===== config.mk =====
export PLATFORM = sky130hd
export DESIGN_NAME = lsu_flat
export DESIGN_NICKNAME = d
export VERILOG_FILES = /design/src/rtl/lsu_if.sv /design/src/rtl/lsu.sv /design/src/flat_wrapper.sv
export SDC_FILE = /design/constraint.sdc
export NUM_CORES = 1
export LEC_CHECK = 0
export ABC_AREA = 1
export BUFFER_PORTS_ARGS = -buffer_cell sky130_fd_sc_hd__buf_4
export CORE_AREA = 2 2 123 125
export CTS_CLUSTER_DIAMETER = 80
export DETAILED_ROUTE_END_ITERATION = 10
export DIE_AREA = 0 0 125 127
export GPL_TIMING_DRIVEN = 0
export PLACE_DENSITY_LB_ADDON = 0.08
export RECOVER_POWER = 50
export SYNTH_ARGS = -nofsm -noshare
export SYNTH_HDL_FRONTEND = slang
export SYNTH_SLANG_ARGS = --single-unit

===== constraint.sdc =====
create_clock -name clk -period 1.8 [get_ports clk]
set_clock_uncertainty 0.2 [all_clocks]
set_input_delay 0.36 -clock clk [delete_from_list [all_inputs] [get_ports clk]]
set_output_delay 0.36 -clock clk [all_outputs]
set_load 0.03 [all_outputs]

===== src/rtl/lsu_if.sv =====
// Shared types and the two port bundles of the load/store unit:
// the core-facing request/response side and the word-addressed memory bus.
package lsu_pkg;
   typedef enum logic [1:0] {
      MEM_NOP   = 2'd0,
      MEM_LOAD  = 2'd1,
      MEM_STORE = 2'd2,
      MEM_RSVD  = 2'd3
   } mem_op_e;

   typedef enum logic [1:0] {
      RAM_MASK_B = 2'd0,
      RAM_MASK_H = 2'd1,
      RAM_MASK_W = 2'd2,
      RAM_MASK_X = 2'd3
   } ram_mask_e;

   typedef enum logic [1:0] {
      S_IDLE   = 2'd0,
      S_ISSUE  = 2'd1,
      S_WAIT_R = 2'd2,
      S_RESP   = 2'd3
   } lsu_state_e;
endpackage

// Core side: master is the execute stage, slave is the LSU.
interface lsu_core_if;
   import lsu_pkg::*;
   logic        req_valid;
   logic        req_ready;
   mem_op_e     mem_op;
   ram_mask_e   ram_mask;
   logic        unsigned_ld;
   logic [31:0] addr;
   logic [31:0] wdata;
   logic        resp_valid;
   logic [31:0] resp_rdata;
   logic [1:0]  resp_err;

   modport master (
      output req_valid, mem_op, ram_mask, unsigned_ld, addr, wdata,
      input  req_ready, resp_valid, resp_rdata, resp_err
   );
   modport slave (
      input  req_valid, mem_op, ram_mask, unsigned_ld, addr, wdata,
      output req_ready, resp_valid, resp_rdata, resp_err
   );
endinterface

// Memory side: master is the LSU, slave is the RAM or peripheral.
interface lsu_mem_if;
   logic        mem_valid;
   logic        mem_ready;
   logic        mem_we;
   logic [31:0] mem_addr;
   logic [3:0]  mem_wstrb;
   logic [31:0] mem_wdata;
   logic        mem_rvalid;
   logic [31:0] mem_rdata;

   modport master (
      output mem_valid, mem_we, mem_addr, mem_wstrb, mem_wdata,
      input  mem_ready, mem_rvalid, mem_rdata
   );
   modport slave (
      input  mem_valid, mem_we, mem_addr, mem_wstrb, mem_wdata,
      output mem_ready, mem_rvalid, mem_rdata
   );
endinterface


===== src/rtl/lsu.sv =====
// Load/store unit: accepts one byte/half/word access from the core, checks
// alignment, runs it on a word-addressed bus with byte strobes, and returns
// formatted load data or a store completion as a one-cycle response pulse.
//
// Handshakes: a core request transfers on a cycle where req_valid and
// req_ready are both high; a bus request transfers on a cycle where mem_valid
// and mem_ready are both high, and mem_addr/mem_we/mem_wstrb/mem_wdata are
// held stable from mem_valid rising until that cycle. Read data is taken on
// the first mem_rvalid at or after the accepting cycle. resp_valid has no
// ready: it is high for exactly one cycle.
module lsu
   import lsu_pkg::*;
#(
   parameter int unsigned TIMEOUT = 255
) (
   input  logic       clk,
   input  logic       rst_n,
   lsu_core_if.slave  core,
   lsu_mem_if.master  mem,
   output lsu_state_e dbg_state
);

   lsu_state_e  state_q, state_d;
   mem_op_e     op_q, op_d;
   ram_mask_e   mask_q, mask_d;
   logic        uns_q, uns_d;
   logic [31:0] addr_q, addr_d;
   logic [31:0] wdata_q, wdata_d;
   logic [31:0] rdata_q, rdata_d;
   logic [1:0]  err_q, err_d;
   logic [15:0] cnt_q, cnt_d;

   logic [16:0] cnt_inc;
   logic        timeout_hit;
   logic        is_store;
   logic [3:0]  lane_strb;
   logic [31:0] lane_wdata;

   // Half must be 2-byte aligned, word (and any unknown size) 4-byte aligned.
   function automatic logic misaligned(ram_mask_e m, logic [1:0] a);
      case (m)
         RAM_MASK_B: misaligned = 1'b0;
         RAM_MASK_H: misaligned = a[0];
         default:    misaligned = (a != 2'b00);
      endcase
   endfunction

   // Shift the addressed lane down to bit 0, then zero/sign extend.
   function automatic logic [31:0] format_load(ram_mask_e m, logic u,
                                               logic [1:0] k, logic [31:0] w);
      logic [31:0] s;
      s = w >> {k, 3'b000};
      case (m)
         RAM_MASK_B: format_load = u ? {24'd0, s[7:0]}   : {{24{s[7]}}, s[7:0]};
         RAM_MASK_H: format_load = u ? {16'd0, s[15:0]}  : {{16{s[15]}}, s[15:0]};
         default:    format_load = s;
      endcase
   endfunction

   assign is_store    = (op_q == MEM_STORE);
   assign cnt_inc     = {1'b0, cnt_q} + 17'd1;
   assign timeout_hit = (cnt_inc == 17'(TIMEOUT));

   // Byte-lane strobes and replicated store data for the latched request.
   always_comb begin
      lane_strb  = 4'b1111;
      lane_wdata = wdata_q;
      case (mask_q)
         RAM_MASK_B: begin
            lane_strb  = 4'b0001 << addr_q[1:0];
            lane_wdata = {4{wdata_q[7:0]}};
         end
         RAM_MASK_H: begin
            lane_strb  = 4'b0011 << addr_q[1:0];
            lane_wdata = {2{wdata_q[15:0]}};
         end
         default: ;
      endcase
   end

   // Next-state, request latching, wait counter and response capture.
   always_comb begin
      state_d = state_q;
      op_d    = op_q;
      mask_d  = mask_q;
      uns_d   = uns_q;
      addr_d  = addr_q;
      wdata_d = wdata_q;
      rdata_d = rdata_q;
      err_d   = err_q;
      cnt_d   = cnt_q;
      case (state_q)
         S_IDLE: begin
            if (core.req_valid) begin
               op_d    = core.mem_op;
               mask_d  = core.ram_mask;
               uns_d   = core.unsigned_ld;
               addr_d  = core.addr;
               wdata_d = core.wdata;
               cnt_d   = 16'd0;
               if (misaligned(core.ram_mask, core.addr[1:0])) begin
                  state_d = S_RESP;
                  err_d   = 2'd1;
                  rdata_d = 32'd0;
               end else if (core.mem_op != MEM_LOAD && core.mem_op != MEM_STORE) begin
                  state_d = S_RESP;
                  err_d   = 2'd0;
                  rdata_d = 32'd0;
               end else begin
                  state_d = S_ISSUE;
               end
            end
         end
         S_ISSUE: begin
            cnt_d = cnt_inc[15:0];
            if (mem.mem_ready && is_store) begin
               state_d = S_RESP;
               err_d   = 2'd0;
               rdata_d = 32'd0;
            end else if (mem.mem_ready && mem.mem_rvalid) begin
               state_d = S_RESP;
               err_d   = 2'd0;
               rdata_d = format_load(mask_q, uns_q, addr_q[1:0], mem.mem_rdata);
            end else if (timeout_hit) begin
               // Covers an accepted load whose data would arrive too late too.
               state_d = S_RESP;
               err_d   = 2'd2;
               rdata_d = 32'd0;
            end else if (mem.mem_ready) begin
               state_d = S_WAIT_R;
            end
         end
         S_WAIT_R: begin
            cnt_d = cnt_inc[15:0];
            if (mem.mem_rvalid) begin
               state_d = S_RESP;
               err_d   = 2'd0;
               rdata_d = format_load(mask_q, uns_q, addr_q[1:0], mem.mem_rdata);
            end else if (timeout_hit) begin
               state_d = S_RESP;
               err_d   = 2'd2;
               rdata_d = 32'd0;
            end
         end
         default: begin
            state_d = S_IDLE;
         end
      endcase
   end

   // State and datapath registers; reset abandons any transaction in flight.
   always_ff @(posedge clk or negedge rst_n) begin
      if (!rst_n) begin
         state_q <= S_IDLE;
         op_q    <= MEM_NOP;
         mask_q  <= RAM_MASK_B;
         uns_q   <= 1'b0;
         addr_q  <= 32'd0;
         wdata_q <= 32'd0;
         rdata_q <= 32'd0;
         err_q   <= 2'd0;
         cnt_q   <= 16'd0;
      end else begin
         state_q <= state_d;
         op_q    <= op_d;
         mask_q  <= mask_d;
         uns_q   <= uns_d;
         addr_q  <= addr_d;
         wdata_q <= wdata_d;
         rdata_q <= rdata_d;
         err_q   <= err_d;
         cnt_q   <= cnt_d;
      end
   end

   assign core.req_ready  = (state_q == S_IDLE);
   assign core.resp_valid = (state_q == S_RESP);
   assign core.resp_rdata = rdata_q;
   assign core.resp_err   = err_q;

   assign mem.mem_valid = (state_q == S_ISSUE);
   assign mem.mem_we    = is_store;
   assign mem.mem_addr  = {addr_q[31:2], 2'b00};
   assign mem.mem_wstrb = is_store ? lane_strb : 4'b0000;
   assign mem.mem_wdata = lane_wdata;

   assign dbg_state = state_q;

endmodule


===== src/flat_wrapper.sv =====
// flat-port wrapper written by rule: the top's interface ports become plain ports
module lsu_flat import lsu_pkg::*;
#(
   parameter int unsigned TIMEOUT = 255
)
  (clk, rst_n, dbg_state, core_req_valid, core_mem_op, core_ram_mask, core_unsigned_ld, core_addr, core_wdata, core_req_ready, core_resp_valid, core_resp_rdata, core_resp_err, mem_mem_valid, mem_mem_we, mem_mem_addr, mem_mem_wstrb, mem_mem_wdata, mem_mem_ready, mem_mem_rvalid, mem_mem_rdata);
  lsu_core_if core_i ();
  lsu_mem_if mem_i ();
  input  logic clk;
  input  logic rst_n;
  output lsu_state_e dbg_state;
  input wire logic [$bits(core_i.req_valid)-1:0] core_req_valid;
  input wire logic [$bits(core_i.mem_op)-1:0] core_mem_op;
  input wire logic [$bits(core_i.ram_mask)-1:0] core_ram_mask;
  input wire logic [$bits(core_i.unsigned_ld)-1:0] core_unsigned_ld;
  input wire logic [$bits(core_i.addr)-1:0] core_addr;
  input wire logic [$bits(core_i.wdata)-1:0] core_wdata;
  output wire logic [$bits(core_i.req_ready)-1:0] core_req_ready;
  output wire logic [$bits(core_i.resp_valid)-1:0] core_resp_valid;
  output wire logic [$bits(core_i.resp_rdata)-1:0] core_resp_rdata;
  output wire logic [$bits(core_i.resp_err)-1:0] core_resp_err;
  output wire logic [$bits(mem_i.mem_valid)-1:0] mem_mem_valid;
  output wire logic [$bits(mem_i.mem_we)-1:0] mem_mem_we;
  output wire logic [$bits(mem_i.mem_addr)-1:0] mem_mem_addr;
  output wire logic [$bits(mem_i.mem_wstrb)-1:0] mem_mem_wstrb;
  output wire logic [$bits(mem_i.mem_wdata)-1:0] mem_mem_wdata;
  input wire logic [$bits(mem_i.mem_ready)-1:0] mem_mem_ready;
  input wire logic [$bits(mem_i.mem_rvalid)-1:0] mem_mem_rvalid;
  input wire logic [$bits(mem_i.mem_rdata)-1:0] mem_mem_rdata;
  assign core_i.req_valid = core_req_valid;
  assign core_i.mem_op = core_mem_op;
  assign core_i.ram_mask = core_ram_mask;
  assign core_i.unsigned_ld = core_unsigned_ld;
  assign core_i.addr = core_addr;
  assign core_i.wdata = core_wdata;
  assign core_req_ready = core_i.req_ready;
  assign core_resp_valid = core_i.resp_valid;
  assign core_resp_rdata = core_i.resp_rdata;
  assign core_resp_err = core_i.resp_err;
  assign mem_mem_valid = mem_i.mem_valid;
  assign mem_mem_we = mem_i.mem_we;
  assign mem_mem_addr = mem_i.mem_addr;
  assign mem_mem_wstrb = mem_i.mem_wstrb;
  assign mem_mem_wdata = mem_i.mem_wdata;
  assign mem_i.mem_ready = mem_mem_ready;
  assign mem_i.mem_rvalid = mem_mem_rvalid;
  assign mem_i.mem_rdata = mem_mem_rdata;
  lsu #(.TIMEOUT(TIMEOUT)) u_core (.clk(clk), .rst_n(rst_n), .core(core_i), .mem(mem_i), .dbg_state(dbg_state));
endmodule

Yosys cells after proc, flatten, opt, wreduce, memory -nomap -nowiden
Cells that the tools add are included.
{"block": "classes", "n_shift": 3, "bitwise_logic": 0, "n_eq_ne": 13, "reduce_logical": 14, "multipliers": 0, "magnitude_cmp": 0, "n_mux": 37, "addsub": 1, "div_mod_pow": 0}
{"cell": "$mux 32", "count": 9}
{"cell": "$pmux 32 s2", "count": 2}
{"cell": "$pmux 32 s3", "count": 1}
{"cell": "$mux 2", "count": 16}
{"cell": "$pmux 16 s2", "count": 1}
{"cell": "$shr 32x5->32", "count": 1}
{"cell": "$add 16x1->17 const B", "count": 1}
{"cell": "$eq 17x8->1 const B", "count": 1}
{"cell": "$mux 16", "count": 1}
{"cell": "$pmux 2 s3", "count": 2}
{"cell": "$pmux 4 s2", "count": 1}
{"cell": "$eq 2x1->1 const B", "count": 3}
{"cell": "$eq 2x2->1 const B", "count": 3}
{"cell": "$logic_not 2->1", "count": 3}
{"cell": "$reduce_and 3->1", "count": 2}
{"cell": "$ne 5x1->1 const B", "count": 1}
{"cell": "$mux 4", "count": 1}
{"cell": "$ne 2x2->1 const B", "count": 2}
{"cell": "$reduce_and 2->1", "count": 2}
{"cell": "$reduce_bool 2->1", "count": 2}
{"cell": "$shl 1x2->4 const A", "count": 1}
{"cell": "$shl 2x2->4 const A", "count": 1}
{"cell": "$logic_and 1x1->1", "count": 3}
{"cell": "$ne 3x1->1 const B", "count": 1}
{"cell": "other kinds (6)", "count": 7}
{"block": "totals", "out_inout_bits": 108, "latchBits": 0, "n_memories": 0, "ram_bits": 0, "romBits": 0, "input_bits": 106, "register_bits": 121}

Logic depth before layout (Yosys ltp)
Gate-level depths: netlist (run 1).
{"block": "depth", "word_depth": 7, "depth_mapped": 15}

Least setup slack after synthesis (run 1)
No wires, ideal clock.
{"block": "synth_path", "path_kind": "register -> register", "from": "reg u_core.state_q[0], in the netlist u_core.dbg_state[0]", "to": "reg u_core.rdata_q[6], in the netlist u_core.core.resp_rdata[6]", "path_slack_ns": -0.667, "arrival_ns": 2.146, "stages_incl_launch_ff": 12, "path_buffers": 1, "path_cell_list": "dfrtp_1 inv_1 ha_1 nand2_1 inv_2 nand2_1 o21a_1 inv_1 nand2_1 buf_4 nand3_1 nand2_1"}
{"block": "synth_via", "elab_chain_cells": 3}
{"item": "start, declared", "line_no": "lsu.sv:23", "source": "lsu_state_e state_q, state_d;"}
{"item": "start signal, assigned", "line_no": "lsu.sv:164", "source": "state_q <= state_d;"}
{"item": "$logic_not 2->1 *"}
{"item": "via core_req_ready", "line_no": "flat_wrapper.sv:18", "source": "output wire logic [$bits(core_i.req_ready)-1:0] core_req_ready;"}
{"item": "$ne 3x1->1 (no source line) (tied with other cells)"}
{"item": "$reduce_and 3->1 (no source line)"}
{"item": "end signal, assigned", "line_no": "lsu.sv:170", "source": "rdata_q <= rdata_d;"}
{"item": "end, declared", "line_no": "lsu.sv:29", "source": "logic [31:0] rdata_q, rdata_d;"}
Mark *: on every way through the listed nets, which the timed path passes. The rest lies on a longest branch.
A chain may end at the register's enable or synchronous reset.

Final worst setup path (run 1)
{"block": "layout_path", "from": "reg u_core.mask_q[1]", "to": "out mem_mem_wdata[14]"}
{"block": "layout_via", "elab_chain_cells": 2}
{"item": "start, declared", "line_no": "lsu.sv:25", "source": "ram_mask_e mask_q, mask_d;"}
{"item": "start signal, assigned", "line_no": "lsu.sv:166", "source": "mask_q <= mask_d;"}
{"item": "$eq 2x1->1 / $logic_not 2->1 (equally long branches)", "line_no": "lsu.sv:68", "source": "case (mask_q)"}
{"item": "$pmux 32 s2 *", "line_no": "lsu.sv:68"}
{"item": "end, declared", "line_no": "flat_wrapper.sv:26", "source": "output wire logic [$bits(mem_i.mem_wdata)-1:0] mem_mem_wdata;"}
Mark *: on every way between the ends. The rest lies on a longest branch, timed or not.

==> reports/metrics.csv, run 1 <==
stage;metric;value;unit
pwr;fin_total_pwr;21.40;mW
timing;timing.fmax;0.4452;GHz
clock_tree;path_clk_slew;60;ps
critical_path;worstReg2RegEnd;u_core.core.resp_rdata[3];
place;io_buffers;211;
pwr;p_leak;5.765;nW
critical_path;rrSetupSlack;-440;ps
routing;drtIter0Drc;493;
hold_path;hp-start;core_ram_mask[1];
timing;report.final.slew_viol_count;0;
timing;whs;27.94;ps
routing;vias_per_cell;5.029;
finish;diodes;0;
critical_path;cpMaxStageDelayCell;dfrtp_1;
critical_path;crit_arrival;1690;ps
clock_tree;cts_root_buf;clkbuf_16;
die;die_area;15880;um^2
clock_tree;insertion_delay;430;ps
global_routing;grt_overflow;0;
global_routing;grt_usage;27.53;%
clock_tree;cts.sinks;121;
outcome;status;complete, but fails checks;
critical_path;reg2reg_depth;12;
synthesis;ys_ff_latch;121;
routing;dr_total_vias;7237;
critical_path;end_kind;output port;
clock_tree;cts_buffers;17;
critical_path;cpMostUsedCell;buf_6;
synthesis;ys_top_cells_by_area;dfrtp_1 (45%), nand2_1 (23%), buf_4 (4.7%);
critical_path;cp-start-kind;flop;
finish;areaGrowthSynthToFinish;66.26;%
routing;detail_route.wl_per_cell;15.87;um
die;die_w;125;um
timing;final.setup.worst_slack;-446.0;ps
die;core;14420;um^2
routing;drc;0;
global_routing;antenna_found_initial;0;
clock_tree;htreeDepth;4;
finish;fill_cells;1018;
routing;wirelength;22.83;mm
synthesis;synth-seq-area-share;45.09;%
hold_path;holdPathEnd;u_core.mask_q[1];
synthesis;synth_warnings;0;
global_routing;grt_max_degree;77;
routing;detail-route-antenna-nets;0;
die;rows;44;
critical_path;timing.critical_path.cells;buf_6, nor2_4, buf_8, buf_8, buf_6, o21ai_2, buf_6;
die;ios;214;
place;routabilityCongestion;0.8430;
timing;worstMarginPinSlew;1080;ps
place;post-place-ws;-476.6;ps
die;start_util;46.56;%
hold_path;holdCritPathClass;in2reg;
timing;rsz0062_at_grt;true;
routing;drtPass1Iterations;5;
global_routing;grt_pass1_wl;34.95;mm
finish;drive_above_1_share;40.00;%
critical_path;worstPathMaxFanout;6;
synthesis;yosysUniqueCellTypes;35;
critical_path;cp.required;1240;ps
synthesis;synth_largest_area_cell;dfrtp_1;
timing;relSlewSlack;28.01;%
pwr;irDropWorstVdd;1.965;mV
timing;fin_crit;2246;ps
finish;multi_input_area;3500;um^2
clock_tree;clk_path_buf_depth;2;
synthesis;netlist_instances;889;
global_routing;grt_pass1_vias;7081;
timing;hold_viol;0;
critical_path;crit_type;reg2out;
synthesis;syn-cell-area;6715;um^2
synthesis;synth_top_area_share;45.09;%
die;dieHeight;127;um
critical_path;cpPeakStageDelay;370;ps
clock_tree;cts_tree;done;
outcome;violations;negative setup slack;
hold_path;min_path_cells;3;
finish;regArea;3040;um^2
pwr;power_density;1917;nW/um^2
critical_path;timing.rr.start;u_core.cnt_q[1];
synthesis;syn-mean-instance-area;7.554;um^2
job;cap_violations;0;
timing;period_share;124.8;%
place;hpwlAfterDp;14.71;mm
finish;nets;1354;
timing;setup_violations;88;
[flip-flops by register name, summed over array words and instances, names as in the netlist]
signal / flops
u_core.dbg_state: 2
u_core.mask_q: 2
u_core.uns_q: 1
u_core.core.resp_rdata: 32
u_core.core.resp_err: 2
u_core.addr_q: 32
u_core.op_q: 2
u_core.wdata_q: 32
u_core.cnt_q: 16
[per-layer routing]
layer | wire, um | vias to the layer above | track usage (%)
met4 | 486 | 0 | 9.739
met3 | 1501 | 43 | 6.658
met1 | 9256 | 3421 | 34.42
li1 | - | 3504 | -
met5 | 0 | - | 0
met2 | 11590 | 269 | 46.93
[kinds of logic after synthesis]
group                      after synthesis  share of synthesized area (%)
other                                    1                        0.05584
AOI/OAI and AO/OA                       99                          8.795
muxes                                    6                         0.8944
adders and majority gates                6                          1.118
and+or+nand+nor                        517                          33.00
DFF                                    121                          45.09
buffers and inverters                  138                          10.92
xor gates and xnor gates                 1                         0.1305
[stage by stage]
| stage | utilization (%) | cell area [um^2] | setup TNS, ps | std cells |
|---|---|---|---|---|
| finish | 77.40 | 11160 | -23890 | 1439 |
| global route | 77.40 | 11160 | -48810 | 1439 |
| CTS | 74.20 | 10700 | -21970 | 1418 |
| detailed placement | 60.51 | 8728 | -24870 | 1286 |
| global placement | 60.30 | 8697 | -51040 | 1285 |
| floorplan | - | 6883 | -7122 | 890 |
[repair_timing]
item,CTS,global route
gates cloned,1,5
buffers inserted,30,16
hold buffers,69,0
resized for setup,119,102
pin swaps,33,37
hold endpoints to repair,113,0
endpoints found under the setup margin,114,120
[layout make-up]
cell class	instances	share of cell area, %
clock buffer	17	3.810
inverter	58	2.286
tap	184	2.062
timing repair buffer	331	25.35
sequential	121	27.23
multi-input combinational	633	31.35
clock inverter	15	1.491
buffer	80	6.422
[critical path: cells and delay by family, from the launching register on]
kind            cells  cell delay, ps
flops               1             370
compound gates      1              50
buf+inv             5             660
simple gates        1             160
[power breakdown]
group,total [mW],switching (mW),leakage (nW),internal [mW]
Sequential,4.72,0.890,1.56,3.83
Combinational,13.2,7.72,3.92,5.50
Clock,3.46,1.39,0.287,2.07
[synth_stat cells (all sizes together)]
library cell,n
inv,55
nor3b,1
xor2,1
conb,1
o311ai,1
nand4,8
buf,56
mux2i,6
a22oi,1
ha,6
o22ai,8
nor2,24
o21ai,57
a21boi,1
nand2,418
a221o,7
dfrtp,121
o211ai,9
a21oi,14
nand3,65
clkbuf,24
nor3,1
o21a,1
clkinv,3
[worst max-delay path by stage]
stage / from / to / slack, ps / cells past startpoint
2_1_floorplan: u_core.dbg_state[1] / u_core.core.resp_rdata[5] / -200 / 10
3_3_place_gp: u_core.cnt_q[1] / u_core.core.resp_rdata[6] / -420 / 11
3_5_place_dp: u_core.cnt_q[1] / u_core.core.resp_rdata[28] / -480 / 11
4_1_cts: u_core.mask_q[0] / mem_mem_wdata[26] / -400 / 5
5_1_grt: u_core.cnt_q[1] / u_core.core.resp_rdata[18] / -570 / 11
6_report: u_core.mask_q[1] / mem_mem_wdata[14] / -450 / 7
[cells in the final DEF (no fill, tap or decap), types with 11 or more instances in the layout]
cell and instances:
buf_4 243, buf_6 49, clkbuf_1 16, clkbuf_16 23, clkbuf_2 14, dfrtp_1 111, dlygate4sd3_1 69, inv_1 41
nand2_1 380, nand2_2 22, nand2_4 16, nand3_1 25, nand3_2 38, nor2_1 11, o21ai_0 42
Note: power is estimated with default switching activity, not from simulation.
==> run 2: changes to the inputs <==
--- a/config.mk
+++ b/config.mk
@@ -7,10 +7,10 @@
 export LEC_CHECK = 0
 export ABC_AREA = 1
 export BUFFER_PORTS_ARGS = -buffer_cell sky130_fd_sc_hd__buf_4
-export CORE_AREA = 2 2 123 125
+export CORE_AREA = 2 2 117 119
 export CTS_CLUSTER_DIAMETER = 80
 export DETAILED_ROUTE_END_ITERATION = 10
-export DIE_AREA = 0 0 125 127
+export DIE_AREA = 0 0 119 121
 export GPL_TIMING_DRIVEN = 0
 export PLACE_DENSITY_LB_ADDON = 0.08
 export RECOVER_POWER = 50
==> constraint.sdc (replaced) <==
create_clock -name clk -period 2.4 [get_ports clk]
set_clock_uncertainty 0.2 [all_clocks]
set_input_delay 0.48 -clock clk [delete_from_list [all_inputs] [get_ports clk]]
set_output_delay 0.48 -clock clk [all_outputs]
set_load 0.03 [all_outputs]
==> run 2 against run 1 <==
  * Largest power group unchanged
  * Highest routed layer unchanged
  * Non-clock buffer count fell by 106
  * Final cell count fell by 8.1%
  * Sequential share of layout area rose by 5.7 points
  * Clock power fell by 27%
  * Largest cell class is now registers
  * Count of clock-buffer cells in the layout rose by 1
  * The flow now finishes without violations
  * Worst setup slack improved by 470 ps
  * Core utilization fell by 7.0 points
==> reports/metrics.csv, run 2 (synthesis gave the netlist of run 1 again) <==
stage;metric;value;unit;change
outcome;status;completed;;was complete, but fails checks
critical_path;cp-startpoint;u_core.mask_q[1];;unchanged
pwr;irDropWorstVdd;0.9386;mV;was 1.965 mV
global_routing;grt_usage;27.20;%;was 27.53%
critical_path;end_kind;output port;;unchanged
timing;timing.fmax;0.4202;GHz;
clock_tree;cts_buffers;17;;unchanged
critical_path;timing.rr.start;u_core.cnt_q[1];;unchanged
hold_path;hp-start;core_addr[5];;was core_ram_mask[1]
hold_path;holdCritPathClass;in2reg;;unchanged
global_routing;grt_pass1_vias;6321;;was 7,081
timing;hold_viol;0;;unchanged
global_routing;grt_max_degree;73;;was 77
clock_tree;insertion_delay;430;ps;about the same
die;core;13090;um^2;was 14,420 um^2
timing;period_share;99.15;%;
timing;rsz0062_at_grt;true;;unchanged
timing;worstMarginPinSlew;1287;ps;was 1080 ps
timing;fin_crit;2380;ps;
clock_tree;cts.sinks;121;;unchanged
timing;setup-tns-final;0;ps;was -23,890 ps
routing;detail_route.wl_per_cell;14.63;um;was 15.87 um
clock_tree;clk_path_buf_depth;2;;unchanged
die;ios;214;;unchanged
routing;vias_per_cell;4.933;;was 5.029
critical_path;cp.required;1720;ps;was 1240 ps
finish;areaGrowthSynthToFinish;37.13;%;was 66.26%
die;dieHeight;121;um;was 127 um
die;die_w;119;um;was 125 um
die;rows;42;;was 44
critical_path;cpMaxStageDelayCell;dfrtp_1;;unchanged
routing;drc;0;;unchanged
place;dpl_cell_area;8557;um^2;was 8728 um^2
clock_tree;path_clk_slew;60;ps;about the same
critical_path;cpPeakStageDelay;370;ps;about the same
routing;wirelength;19.35;mm;was 22.83 mm
critical_path;cp-start-kind;flop;;unchanged
die;start_util;51.32;%;was 46.56%
critical_path;worstPathMaxFanout;10;;was 6
finish;diodes;0;;unchanged
clock_tree;htreeDepth;4;;unchanged
clock_tree;cts_tree;done;;unchanged
finish;final_common_cell;nand2_1;;unchanged
timing;setup_violations;0;;was 88
pwr;power_density;1487;nW/um^2;was 1917 nW/um^2
global_routing;antenna_found_initial;0;;unchanged
timing;relSlewSlack;14.22;%;was 28.01%
finish;drive_above_1_share;28.10;%;was 40.00%
routing;detail-route-antenna-nets;0;;unchanged
global_routing;grt_overflow;0;;unchanged
pwr;p_leak;4.857;nW;was 5.765 nW
clock_tree;cts_root_buf;clkbuf_16;;unchanged
place;routabilityCongestion;0.9246;;was 0.8430
critical_path;crit_arrival;1700;ps;was 1690 ps
place;io_buffers;211;;unchanged
global_routing;grt_pass1_wl;30.77;mm;was 34.95 mm
critical_path;timing.critical_path.cells;buf_6, nor2_4, clkbuf_8, nand2_1, o21ai_0, buf_4;;was buf_6, nor2_4, buf_8, buf_8, buf_6, o21ai_2, buf_6
timing;report.final.slew_viol_count;0;;unchanged
place;hpwlAfterDp;14.34;mm;was 14.71 mm
job;cap_violations;0;;unchanged
finish;fin_area;9209;um^2;was 11,160 um^2
routing;drtIter0Drc;432;;was 493
routing;dr_total_vias;6522;;was 7,237
critical_path;crit_type;reg2out;;unchanged
die;die_area;14400;um^2;was 15,880 um^2
routing;drtPass1Iterations;5;;unchanged
finish;mostFrequentLayoutCells;nand2_1 (413), buf_4 (216), dfrtp_1 (118);;was nand2_1 (380), buf_4 (243), dfrtp_1 (111)
finish;nets;1246;;was 1,354
## run 2: repair_timing
| action | CTS | global route |
|---|---|---|
| endpoints found under the setup margin | 70 | 47 |
| gates resized for setup | 34 | 20 |
| hold buffers | 1 | 0 |
| setup buffers | 5 | 10 |
| hold endpoints to repair | 49 | 0 |
| pin swaps | 2 | 2 |
## run 2: per-stage QoR
stage	worst slack, ps	power, mW	cells	util (%)	hold slack, ps
after detailed placement	-172.6	11.03	1278	65.39	258.7
after global routing	-21.72	14.58	1322	70.38	48.78
after floorplan	42.68	8.439	890	-	-15.59
final	20.42	13.69	1322	70.38	41.98
after CTS	24.51	13.83	1312	70.84	35.03
after global placement	-165.8	10.96	1277	65.16	262.5
## run 2: area by class of cell
class                   instances  area [um^2]
fillers                      1129         3876
multi-input cells             631         3023
repair buffers                228         1556
clock inverters                13        145.1
well taps                     176        220.2
flip-flops and latches        121         3032
clock buffers                  18        439.2
plain buffers                  77        559.3
inverters                      58        234.0
## run 2: report_power, final
part / total, mW / internal (mW) / switching (mW)
Sequential: 3.41 / 2.86 / 0.549
Clock: 2.53 / 1.56 / 0.977
Combinational: 7.74 / 2.76 / 4.98
Total: 13.7 / 7.18 / 6.51
## run 2: path summary, 6_finish.rpt
kind	endpoint	slack (ps)	cells past startpoint
worst max-delay path	mem_mem_wdata[14]	20	6
worst max register to register	u_core.core.resp_rdata[30]	170	13
min in group asynchronous	u_core.cnt_q[8]	680	2
max in group asynchronous	u_core.mask_q[0]	310	3
worst min-delay path	u_core.addr_q[5]	40	3
worst min register to register	u_core.wdata_q[16]	280	2
## run 2: critical path: cells and delay by family, from the launching register on
| family | cells | cell delay (ps) |
|---|---|---|
| buf+inv | 3 | 560 |
| flops | 1 | 370 |
| simple gates | 2 | 200 |
| compound gates | 1 | 150 |
## run 2: metal layers
layer | routed length [um] | track usage (%)
met2 | 9162 | 44.40
met3 | 1562 | 8.835
met5 | 0 | 0
met4 | 346 | 8.557
met1 | 8276 | 34.46
